**config.mk**
```make
export PLATFORM = sky130hd
export DESIGN_NAME = perm_sequencer
export DESIGN_NICKNAME = d
export VERILOG_FILES = /design/src/rtl/perm_pkg.sv /design/src/rtl/perm_round_ctr.sv /design/src/rtl/perm_sequencer.sv
export SDC_FILE = /design/constraint.sdc
export NUM_CORES = 1
export LEC_CHECK = 0
export ABC_AREA = 1
export BUFFER_PORTS_ARGS = -buffer_cell sky130_fd_sc_hd__buf_4
export CORE_AREA = 2 2 505 507
export DETAILED_ROUTE_END_ITERATION = 6
export DIE_AREA = 0 0 507 509
export GPL_TIMING_DRIVEN = 0
export PLACE_DENSITY = 0.3
export SYNTH_ARGS = -nofsm -noshare
export SYNTH_HDL_FRONTEND = slang
export SYNTH_SLANG_ARGS = --single-unit
```
**constraint.sdc**
```tcl
create_clock -name clk -period 4.3 [get_ports clk]
set_input_delay 0.86 -clock clk [delete_from_list [all_inputs] [get_ports clk]]
set_output_delay 0.86 -clock clk [all_outputs]
set_load 0.02 [all_outputs]
```
**src/rtl/perm_pkg.sv**
```systemverilog
// Shared state encoding and sizing constants for the Ascon permutation sequencer.
package perm_pkg;
    localparam int STATE_W        = 320;
    localparam int MAX_ROUNDS     = 12;
    localparam int ROUND_W        = 5;
    localparam int TIMEOUT_CYCLES = 4;

    typedef enum logic [2:0] {
        ST_IDLE,
        ST_LOAD,
        ST_RUN,
        ST_WAIT,
        ST_RESP
    } seq_state_e;
endpackage

```
**src/rtl/perm_round_ctr.sv**
```systemverilog
// Round counter for the permutation core: holds the round limit, steps the
// counter on enable, and flags when the counter has reached the limit.
module perm_round_ctr
    import perm_pkg::*;
(
    input  logic               clk,
    input  logic               rst,
    input  logic               clr_i,
    input  logic               load_i,
    input  logic               en_i,
    input  logic [ROUND_W-1:0] rounds_i,
    output logic [ROUND_W-1:0] ctr_o,
    output logic [ROUND_W-1:0] rounds_o,
    output logic               term_o
);
    logic [ROUND_W-1:0] ctr_q, ctr_d;
    logic [ROUND_W-1:0] lim_q, lim_d;

    assign term_o   = (ctr_q == lim_q);
    assign ctr_o    = ctr_q;
    assign rounds_o = lim_q;

    // Stepping stops at the limit, so the counter can never wrap.
    always_comb begin
        ctr_d = ctr_q;
        lim_d = lim_q;
        if (clr_i) begin
            ctr_d = '0;
            lim_d = '0;
        end else if (load_i) begin
            ctr_d = '0;
            lim_d = rounds_i;
        end else if (en_i && !term_o) begin
            ctr_d = ctr_q + ROUND_W'(1);
        end
    end

    always_ff @(posedge clk) begin
        if (rst) begin
            ctr_q <= '0;
            lim_q <= '0;
        end else begin
            ctr_q <= ctr_d;
            lim_q <= lim_d;
        end
    end
endmodule

```
**src/rtl/perm_sequencer.sv**
```systemverilog
// Initiator-side controller for the Ascon permutation core (load, rounds, wait, respond).
// Optional WAIT watchdog enabled by defining PERM_TIMEOUT_EN.
module perm_sequencer #(
    parameter int STATE_W    = perm_pkg::STATE_W,
    parameter int MAX_ROUNDS = perm_pkg::MAX_ROUNDS
) (
    input  logic                         clk,
    input  logic                         rst,
    input  logic                         req_valid,
    output logic                         req_ready,
    input  logic [STATE_W-1:0]           req_state,
    input  logic [perm_pkg::ROUND_W-1:0] req_rounds,
    output logic                         rsp_valid,
    input  logic                         rsp_ready,
    output logic [STATE_W-1:0]           rsp_state,
    output logic                         rsp_err,
    output logic                         busy,
    output logic [STATE_W-1:0]           perm_S,
    output logic [perm_pkg::ROUND_W-1:0] perm_ctr,
    output logic [perm_pkg::ROUND_W-1:0] perm_rounds,
    output logic                         perm_start,
    input  logic [STATE_W-1:0]           perm_out,
    input  logic                         perm_done
);
    import perm_pkg::*;

    localparam logic [ROUND_W-1:0] MAX_R = ROUND_W'(MAX_ROUNDS);

    seq_state_e         state_q;
    logic [STATE_W-1:0] s_q;
    logic [STATE_W-1:0] rsp_state_q;
    logic               rsp_valid_q;
    logic               rsp_err_q;
    logic               busy_q;
    logic               start_q;
    logic               legal;
    logic               ctr_clr, ctr_load, ctr_en, ctr_term;
`ifdef PERM_TIMEOUT_EN
    logic [2:0]         wd_q;
`endif

    assign legal       = (req_rounds != '0) && (req_rounds <= MAX_R);
    assign req_ready   = (state_q == ST_IDLE) && !rst;
    assign rsp_valid   = rsp_valid_q;
    assign rsp_state   = rsp_state_q;
    assign rsp_err     = rsp_err_q;
    assign busy        = busy_q;
    assign perm_S      = s_q;
    assign perm_start  = start_q;

    always_comb begin
        ctr_clr  = 1'b0;
        ctr_load = 1'b0;
        ctr_en   = 1'b0;
        case (state_q)
            ST_IDLE: ctr_load = req_valid && legal;
            ST_LOAD: ctr_en   = 1'b1;
            ST_RUN:  ctr_en   = !ctr_term;
            ST_RESP: ctr_clr  = rsp_ready;
            default: ;
        endcase
    end

    perm_round_ctr u_round_ctr (
        .clk      (clk),
        .rst      (rst),
        .clr_i    (ctr_clr),
        .load_i   (ctr_load),
        .en_i     (ctr_en),
        .rounds_i (req_rounds),
        .ctr_o    (perm_ctr),
        .rounds_o (perm_rounds),
        .term_o   (ctr_term)
    );

    always_ff @(posedge clk) begin
        if (rst) begin
            state_q     <= ST_IDLE;
            s_q         <= '0;
            rsp_state_q <= '0;
            rsp_valid_q <= 1'b0;
            rsp_err_q   <= 1'b0;
            busy_q      <= 1'b0;
            start_q     <= 1'b0;
`ifdef PERM_TIMEOUT_EN
            wd_q        <= '0;
`endif
        end else begin
            case (state_q)
                ST_IDLE: begin
                    if (req_valid) begin
                        busy_q <= 1'b1;
                        if (legal) begin
                            state_q <= ST_LOAD;
                            s_q     <= req_state;
                            start_q <= 1'b1;
                        end else begin
                            // Illegal round count: echo the input back, core untouched.
                            state_q     <= ST_RESP;
                            rsp_state_q <= req_state;
                            rsp_err_q   <= 1'b1;
                            rsp_valid_q <= 1'b1;
                        end
                    end
                end
                ST_LOAD: state_q <= ST_RUN;
                ST_RUN: begin
                    if (ctr_term) begin
                        state_q <= ST_WAIT;
                        start_q <= 1'b0;
`ifdef PERM_TIMEOUT_EN
                        wd_q    <= '0;
`endif
                    end
                end
                ST_WAIT: begin
                    if (perm_done) begin
                        state_q     <= ST_RESP;
                        rsp_state_q <= perm_out;
                        rsp_err_q   <= 1'b0;
                        rsp_valid_q <= 1'b1;
                    end
`ifdef PERM_TIMEOUT_EN
                    else if (wd_q == 3'(TIMEOUT_CYCLES - 1)) begin
                        state_q     <= ST_RESP;
                        rsp_state_q <= perm_out;
                        rsp_err_q   <= 1'b1;
                        rsp_valid_q <= 1'b1;
                    end else begin
                        wd_q <= wd_q + 3'd1;
                    end
`endif
                end
                ST_RESP: begin
                    if (rsp_ready) begin
                        state_q     <= ST_IDLE;
                        rsp_valid_q <= 1'b0;
                        rsp_err_q   <= 1'b0;
                        busy_q      <= 1'b0;
                    end
                end
                default: state_q <= ST_IDLE;
            endcase
        end
    end
endmodule

```
# Word-level counts from Yosys, hierarchy flattened
# Index checks and enable logic that the tools add are counted.
dict set report classes {
  add_sub_neg 1
  magnitude_cmp 1
  n_eq_ne 11
  n_mux 26
  reduce_logical 20
}
# op count
set op_table {}
lappend op_table {{2-to-1 mux 320 bit} 3}
lappend op_table {{case mux 320 bit (2 select lines)} 1}
lappend op_table {{2-to-1 mux 3 bit} 5}
lappend op_table {{case mux 3 bit (5 select lines)} 1}
lappend op_table {{AND reduction 4 bit} 3}
lappend op_table {{2-to-1 mux 1 bit} 11}
lappend op_table {{inequality test 2 bit, second input constant} 5}
lappend op_table {{== test 3 x 2 -> 1 bit, second input constant} 2}
lappend op_table {{case mux 1 bit (2 select lines)} 3}
lappend op_table {{case mux 1 bit (3 select lines)} 2}
lappend op_table {{AND reduction 3 bit} 2}
lappend op_table {{nonzero test 2 bit} 3}
lappend op_table {{adder 5 x 1 -> 5 bit, second input constant} 1}
lappend op_table {{== test 5 bit} 1}
lappend op_table {{<= comparator 5 x 4 -> 1 bit, second input constant} 1}
lappend op_table {{AND reduction 5 bit} 1}
lappend op_table {{nonzero test 5 bit} 1}
lappend op_table {{logical AND 1 bit} 4}
lappend op_table {{== test 3 x 1 -> 1 bit, second input constant} 1}
lappend op_table {{== test 3 bit, second input constant} 1}
lappend op_table {{logical NOT 3 bit} 1}
lappend op_table {{nonzero test 3 bit} 1}
lappend op_table {{OR reduction 3 bit} 1}
lappend op_table {{logical NOT 1 bit} 2}
lappend op_table {{other kinds (2)} 2}
dict set report totals {
  reg_bits 657
  in_bits 650
  wordCells 68
}

# Depth between registers and ports, before layout
# Gate-level depths: netlist of the first run.
dict set report depth {
  ltp_word 5
  mapped_depth 11
  mapped_depth_nobuf 9
}

# Cells and area by module
# A second synthesis of the first run with hierarchy kept.
dict set report hier_totals {
  cells_unflattened 5302
  hier_area_um2 32580.0
}
# mod instances cells_each area_per_inst_um2
set modules_own_cells {}
lappend modules_own_cells {perm_sequencer 1 5225 32048.2}
lappend modules_own_cells {perm_round_ctr 1 77 531.8}

# Worst setup path before layout of the first run
# No wires, ideal clock.
dict set report synth_timing {
  kind {input port to output port}
  startpoint {input rst}
  endpoint {output req_ready}
  arrival_ps 1586
  required_ps 3440
  setup_slack_ps 1854
  cell_stages 2
  n_path_buf 1
  cell_sequence {clkbuf_1 nor3_1}
}
dict set report synth_between {
  elab_chain_cells 2
}
# element line
set synth_lines {}
lappend synth_lines {{start, declared} perm_sequencer.sv:8} ;# input logic rst,
lappend synth_lines {{logical NOT 1 bit} perm_sequencer.sv:43} ;# assign req_ready = (state_q == ST_IDLE) && !rst;
lappend synth_lines {{logical AND 1 bit} perm_sequencer.sv:43}
lappend synth_lines {{end, declared} perm_sequencer.sv:10} ;# output logic req_ready,
# Every way passes these cells.

# Worst setup path in the final report of the first run
dict set report layout_timing {
  startpoint {register state_q[2]}
  endpoint {register rsp_state_q[139], in the netlist rsp_state[139]}
}
dict set report layout_between {
  elab_chain_cells 3
  word_cells_on_any_way 8
  classes_between {eq/ne: 4; mux: 1; reduce/logical: 3}
}
# element line
set layout_lines {}
lappend layout_lines {{start, declared} perm_sequencer.sv:29} ;# seq_state_e state_q;
lappend layout_lines {{start signal, assigned} perm_sequencer.sv:78} ;# state_q <= ST_IDLE;
lappend layout_lines {{start signal, assigned} perm_sequencer.sv:94} ;# state_q <= ST_LOAD;
lappend layout_lines {{start signal, assigned} perm_sequencer.sv:99} ;# state_q <= ST_RESP;
lappend layout_lines {{== test 3 x 2 -> 1 bit or logical NOT 3 bit (tied branches)} perm_sequencer.sv:89} ;# case (state_q)
lappend layout_lines {{inequality test 2 bit (no source line) or nonzero test 2 bit (tied branches)} --}
lappend layout_lines {{AND reduction 4 bit (no source line)} --}
lappend layout_lines {{end signal, assigned} perm_sequencer.sv:100} ;# rsp_state_q <= req_state;
lappend layout_lines {{end signal, assigned} perm_sequencer.sv:119} ;# rsp_state_q <= perm_out;
lappend layout_lines {{end, declared} perm_sequencer.sv:31} ;# logic [STATE_W-1:0] rsp_state_q;
# Several ways; a longest one is shown, not always the timed one.
# A chain may end at the register's enable or synchronous reset.

==> flow_metrics.py, run 1 <==
metrics = {
    "sta": {
        "fin_skew_ps": 29.7,
        "layout_worst_path_cycle_share": 0.827,
        "timing.slew.headroom": 0.129,
        "hold-worst-slack_ps": 389,
        "hold_violations": 0,
        "finalSetupViolations": 0,
        "rsz0062_at_grt": "false",
        "fmaxAchievable_mhz": 281,
        "min_period_ps": 3550,
        "tightestPinTransition_ps": 1290,
        "drv_slew": 0,
    },
    "worst_setup_path": {
        "cp_slowest_stage_delay_ps": 690,
        "crit_chain": "inv_2 -> nand3_2 -> buf_2 -> buf_2 -> clkbuf_1 -> o21ai_0 -> nand3_1 -> a21oi_1",
        "cp_top_family": "buffers and inverters",
        "slowest_stage": "clkbuf_1",
        "crit_type": "reg -> reg",
        "crit_top_cell": "buf_2",
        "crit_path_start_kind": "flop",
        "timing.critical_path.buf_inv": 4,
        "path_max_fanout": 11,
        "cp.required_ps": 4880,
        "arrival_ps": 4140,
        "critPathCaptureType": "flop",
    },
    "grt": {
        "grt_max_degree": 14,
        "track_usage": 0.160,
        "grt_overflow": 0,
        "use_met3": 0.0681,
        "antenna_found_initial": 39,
        "grt_pass1_vias": 32186,
        "grt_busiest_layer": "met2",
        "grt_pass1_wl_mm": 285,
        "met2_usage": 0.273,
        "gr-usage-met1": 0.186,
    },
    "synthesis": {
        "synth_top_area_share": 0.477,
        "synth-edff-count": 0,
        "synthesis.area_mm2": 0.0276,
        "ys_types": 27,
        "ys_warn_count": 0,
        "async_reset_ff_frac": 0,
        "synth_ff_type": "dfxtp_1",
        "syn-instance-count": 3970,
        "ys_ff_latch": 657,
        "yosys-top-cells-area": "dfxtp_1, o21ai_0, nand2_1",
        "synth-seq-area-share": 0.477,
        "synthMostInstantiatedCell": "nand2_1",
        "synth_common_cells": "nand2_1, dfxtp_1, nor2_1",
        "syn_avg_cell_area_um2": 6.94,
        "synth_fp_nets": 4621,
        "synth_area_leader_cell": "dfxtp_1",
    },
    "power_and_ir_drop": {
        "ir_worst_vdd_uv": 312,
        "p_leak_nw": 20.3,
        "p_per_area_mw_per_mm2": 644,
    },
    "final_layout": {
        "final_cells": 8816,
        "synthToLayoutAreaGrowth_pct": 62.4,
        "drive_above_1_share": 0.299,
        "fin_nets": 6021,
    },
    "die": {
        "die_y_um": 509,
        "fp.dieW_um": 507,
        "start_util": 0.109,
        "dieArea_mm2": 0.258,
        "ios": 1305,
        "core_region_area_mm2": 0.253,
        "rows": 185,
    },
    "clocking": {
        "cts_max_level": 3,
        "post_cts_buffers": 0,
        "cts_made_buffers": 93,
        "cts_buffer_depth": 3,
        "cts_tree": "built",
        "root_buffer": "clkbuf_16",
        "cts_hold_buf": 0,
        "cts_sinks": 657,
        "clk_latency_ps": 740,
        "clkTransAtPathRegs_ps": 60,
        "post_cts_resized": 0,
    },
    "route": {
        "dr.pass1.iters": 7,
        "drt-initial-drc-count": 1836,
        "drc": 0,
        "vias_per_cell": 3.68,
        "routed_wl_mm": 217,
        "wl_per_cell_um": 24.6,
        "num_vias": 32474,
        "drtAntennaViolNets": 0,
    },
    "flow_run": {
        "cap_violations": 0,
    },
    "place": {
        "place_congestion": 0.869,
        "hpwl_mm": 182,
        "numPlacedInstances": 8641,
        "io_buffers": 1304,
    },
    "worst_hold_path": {
        "hold_class": "in -> reg",
    },
    "run_status": {
        "status": "finished, final reports clean",
    },
}
## kinds of logic after synthesis
| family | Yosys count | share of synthesized area |
|---|---|---|
| buffers and inverters | 657 | 0.0992 |
| AO/OA/AOI/OAI | 978 | 0.178 |
| AND/OR/NAND/NOR | 1674 | 0.244 |
| flip-flops | 657 | 0.477 |
| adder cells (fa/ha/maj) | 1 | 0.000454 |
| XOR/XNOR | 3 | 0.000953 |
## per-stage QoR
stage	setup WS [ps]	TNS, ps	power [mW]	util	instance area (µm²)
finish	745	0	28.8	0.177	44800
floorplan	1850	0	14.3	-	27600
global route	285	0	30.6	0.177	44700
detailed placement	-637	-13020	21.0	0.164	41600
global placement	-683	-20820	21.0	0.164	41600
CTS	139	0	29.5	0.177	44700
## cell usage in the layout (no fill, tap or decap), types with 6 or more instances in the layout
cell and count:
a21oi_1 331, dfxtp_1 657, bufinv_16 6, clkbuf_1 170, diode_2 9, nand2_1 677, o21ai_0 640, buf_4 1328
nor2_1 655, inv_1 334, clkbuf_16 95, clkbuf_8 24, nand3_1 331, clkinv_2 8, buf_2 145
## state kept, by name, indices dropped and copies added, names as in the netlist
name                  count
perm_S                  320
rsp_state               320
u_round_ctr.ctr_o         5
u_round_ctr.rounds_o      5
state_q                   3
busy                      1
perm_start                1
rsp_err                   1
rsp_valid                 1
## worst register-to-register path, stage by stage, from the launching register on
cell and delay [ps]:
dfxtp_1 400, inv_2 80, nand3_2 180, buf_2 550, buf_2 660, clkbuf_1 700
o21ai_0 550, nand3_1 230, a21oi_1 80
## final cells by class
cell class	instances	area, µm²
fillers	29211	208000
flip-flops and latches	657	13200
multi-input cells	2656	11700
repair buffers	1305	9800
well taps	3366	4210
clock buffers	144	2800
plain buffers	318	1470
inverters	339	1270
clock inverters	22	353
diodes	9	22.5
## path summary, 6_finish.rpt
check	to	depth (start not counted)	slack, ps	startpoint
hold / removal	perm_S[285]$_SDFFE_PP0P_	3	390	req_state[285]
setup / recovery	rsp_state[139]$_SDFFE_PP0P_	8	750	state_q[2]$_SDFFE_PP0P_
setup reg to reg	rsp_state[139]$_SDFFE_PP0P_	8	750	state_q[2]$_SDFFE_PP0P_
hold reg to reg	rsp_state[305]$_SDFFE_PP0P_	2	460	rsp_state[305]$_SDFFE_PP0P_
## power by group
part           switching, mW  internal (mW)  total, mW
Combinational           8.23           3.92       12.1
Clock                   3.36           4.84       8.20
Sequential             0.920           7.57       8.49
Total                   12.5           16.3       28.8
## per-layer routing
layer,share of wire,vias up
met5,0.00015,-
met4,0.020,4
met3,0.10,182
met2,0.48,1261
met1,0.40,15442
li1,-,15585
No activity file was read; power rests on OpenSTA's default activity.
==> inputs of run 2 (changes only) <==
- ABC_AREA: 1 -> 0
- CORE_AREA: 2 2 505 507 -> 2 2 502 504
- DIE_AREA: 0 0 507 509 -> 0 0 504 506
- clock period: 4.3 -> 3.35 ns (I/O delays scaled with it)
==> run 2 against run 1 <==
Net effect:
- clock skew increased by 1.1 ps
- clock-buffer cell count decreased by 9
- synthesized cell count decreased by 24%
- cell count decreased by 11%
- largest power group is now clock
- clock power increased by 30%
- core utilization increased by 0.80 points
- sequential power increased by 5.1%
- synthesized area increased by 4.9%
- register-to-register slack got worse by 540 ps
- total power decreased by 8.6%
- first-iteration DRC count increased by 13%
- non-clock buffer count increased by 50
==> flow_metrics.py, run 2 <==
metrics = {
    "sta": {
        "fin_skew_ps": 30.8,
        "min_period_ps": 3200,
        "tightestPinTransition_ps": 1300,
        "rsz0062_at_grt": "true",
        "drv_slew": 0,
        "hold_violations": 0,
        "fin_setup_tns_ps": 0,
        "layout_worst_path_cycle_share": 0.954,
        "finalSetupViolations": 0,
        "setup_slack_ps": 154,
        "fmaxAchievable_mhz": 313,
        "timing.slew.headroom": 0.135,
        "hold-worst-slack_ps": 196,
    },
    "place": {
        "hpwl_mm": 195,
        "io_buffers": 1304,
        "numPlacedInstances": 7684,
        "place_congestion": 0.913,
        "placed_cell_area_mm2": 0.0429,
        "place_ws_ps": -1410,
    },
    "worst_setup_path": {
        "cp.required_ps": 4010,
        "crit_path_start_kind": "input port",
        "crit_type": "in -> reg",
        "arrival_ps": 3850,
        "cp_slowest_stage_delay_ps": 840,
        "reg2reg_depth": 6,
        "crit_chain": "buf_4 -> nor4_1 -> or3_1 -> clkbuf_1 -> clkbuf_1 -> o21ai_0 -> a21oi_1",
        "rr_endpoint": "rsp_state[242]$_SDFFE_PP0P_",
        "crit_top_cell": "clkbuf_1",
        "critPathCaptureType": "flop",
        "slowest_stage": "clkbuf_1",
        "r2r_slack_ps": 210,
        "path_max_fanout": 10,
        "timing.rr.start": "state_q[2]$_SDFFE_PP0P_",
        "cp-startpoint": "req_rounds[0]",
        "cp_top_family": "buffers and inverters",
        "timing.critical_path.buf_inv": 3,
    },
    "clocking": {
        "clk_latency_ps": 730,
        "cts_sinks": 657,
        "cts_max_level": 3,
        "cts_buffer_depth": 3,
        "cts_hold_buf": 0,
        "cts_made_buffers": 93,
        "cts_tree": "built",
        "root_buffer": "clkbuf_16",
        "clkTransAtPathRegs_ps": 60,
    },
    "die": {
        "die_y_um": 506,
        "dieArea_mm2": 0.255,
        "rows": 184,
        "ios": 1305,
        "core_region_area_mm2": 0.250,
        "start_util": 0.116,
        "fp.dieW_um": 504,
    },
    "grt": {
        "track_usage": 0.177,
        "grt_pass1_vias": 31631,
        "grt_max_degree": 20,
        "antenna_found_initial": 74,
        "grt_pass1_wl_mm": 308,
        "grt_overflow": 0,
    },
    "synthesis": {
        "yosys-top-cells-area": "dfxtp_1, a211oi_2, a21oi_1",
        "synthMuxAreaShare": 0.112,
        "synth_fp_nets": 3680,
        "synth_top_family_by_area": "compound AO/OA/AOI/OAI gates",
        "yosys.area_share.adder": 0.000433,
        "synthMostInstantiatedCell": "dfxtp_1",
        "synth_ff_type": "dfxtp_1",
        "ys_types": 41,
        "synth_area_leader_cell": "dfxtp_1",
        "syn_avg_cell_area_um2": 9.55,
        "synth-xor-area-share": 0.00182,
        "synth_common_cells": "dfxtp_1, a21oi_1, mux2i_1, nand3_1, o21ai_0",
        "ys_warn_count": 0,
        "synthesis.area_mm2": 0.0289,
        "synth-seq-area-share": 0.455,
        "synth-edff-count": 0,
        "synth-compound-area-share": 0.310,
        "syn-instance-count": 3029,
        "yosys.area_share.simple": 0.0629,
        "async_reset_ff_frac": 0,
        "ys_ff_latch": 657,
        "synth_top_area_share": 0.455,
    },
    "final_layout": {
        "utilization": 0.185,
        "fill_cells": 28301,
        "synthToLayoutAreaGrowth_pct": 60.0,
        "drive_above_1_share": 0.412,
        "final_common_cell": "buf_4",
        "final_cells": 7875,
        "fin_area_mm2": 0.0463,
        "final_cell_mix": "buf_4, dfxtp_1, a21oi_1, nand3_1, mux2i_1",
        "fin_nets": 5084,
    },
    "route": {
        "routed_wl_mm": 236,
        "drt-initial-drc-count": 2073,
        "dr.pass1.iters": 5,
        "drtAntennaViolNets": 0,
        "wl_per_cell_um": 29.9,
        "drc": 0,
        "vias_per_cell": 3.96,
        "num_vias": 31190,
    },
    "worst_hold_path": {
        "holdCritStartpoint": "req_state[22]",
        "holdPathEnd": "perm_S[22]$_SDFFE_PP0P_",
        "hold_class": "in -> reg",
        "hold_path_depth": 3,
    },
    "power_and_ir_drop": {
        "p_per_area_mw_per_mm2": 570,
        "p_leak_nw": 19.5,
        "ir_worst_vdd_uv": 369,
        "total_power_mw": 26.4,
    },
    "run_status": {
        "status": "finished, final reports clean",
    },
    "flow_run": {
        "cap_violations": 0,
    },
}
## run 2: changes by cell type after synthesis, sizes merged, moves of 4 or more
cell and change:
a211o +4, a211oi +318, clkbuf +130, o211ai +7, o21ai -318, nor2 -652, inv -334, mux2i +325
a21oi +321, buf -84, xor2 +5, nand3 -7, nand2 -677
## run 2: routing by layer
metal | vias to the layer above | part of all wire | track usage
met5 | - | 0.0013 | 0
met4 | 44 | 0.021 | 0.0423
met1 | 15384 | 0.42 | 0.218
li1 | 14115 | - | -
met2 | 1371 | 0.46 | 0.287
met3 | 276 | 0.098 | 0.0709
## run 2: kinds of logic (layout without fill, tap and decap cells)
family          Yosys count  after routing
buf+inv                 368           1844
flops                   657            657
mux                     325            325
other cells               0             22
xor+xnor                  6              6
simple gates            357            357
compound gates         1315           1315
fa+ha+maj                 1              1
## run 2: power by group
group | internal (mW) | switching (mW) | total (mW) | leakage [nW]
clock | 6.27 | 4.44 | 10.7 | 1.57
sequential | 8.48 | 0.442 | 8.92 | 5.38
combinational | 2.35 | 4.38 | 6.72 | 12.6
total | 17.1 | 9.26 | 26.4 | 19.5
## run 2: timing repair
item | 4_1_cts | 5_1_grt
pin swaps | 1 | 0
resized for setup | 13 | 4
buffers inserted | 5 | 0
endpoints found under the setup margin | 436 | 7
## run 2: worst max-delay path by stage
| stage | endpoint | slack (ps) | cells after the start |
|---|---|---|---|
| 2_1_floorplan | req_ready | 1000 | 3 |
| 3_3_place_gp | perm_S[122]$_SDFFE_PP0P_ | -3590 | 7 |
| 3_5_place_dp | perm_S[122]$_SDFFE_PP0P_ | -1410 | 7 |
| 4_1_cts | rsp_state[103]$_SDFFE_PP0P_ | -10 | 6 |
| 5_1_grt | rsp_state[258]$_SDFFE_PP0P_ | -50 | 7 |
| 6_report | perm_S[181]$_SDFFE_PP0P_ | 150 | 7 |
## run 2: cell type report
type	instances	area, µm²	share of cell area
plain buffers	361	1680	0.0363
diodes	22	55.1	0.00119
clock inverters	32	460	0.00995
clock buffers	135	2730	0.0590
well taps	3348	4190	0.0905
inverters	4	15.0	0.000325
flip-flops and latches	657	13200	0.284
repair buffers	1312	9880	0.214
multi-input cells	2004	14100	0.305
## run 2: worst reg2reg max path, delay by kind of cell (launching register included)
| family | cells | cell delay (ps) |
|---|---|---|
| buffers and inverters | 3 | 1650 |
| muxes | 1 | 580 |
| DFF | 1 | 480 |
| and+or+nand+nor | 1 | 150 |
| AOI/OAI and AO/OA | 1 | 130 |
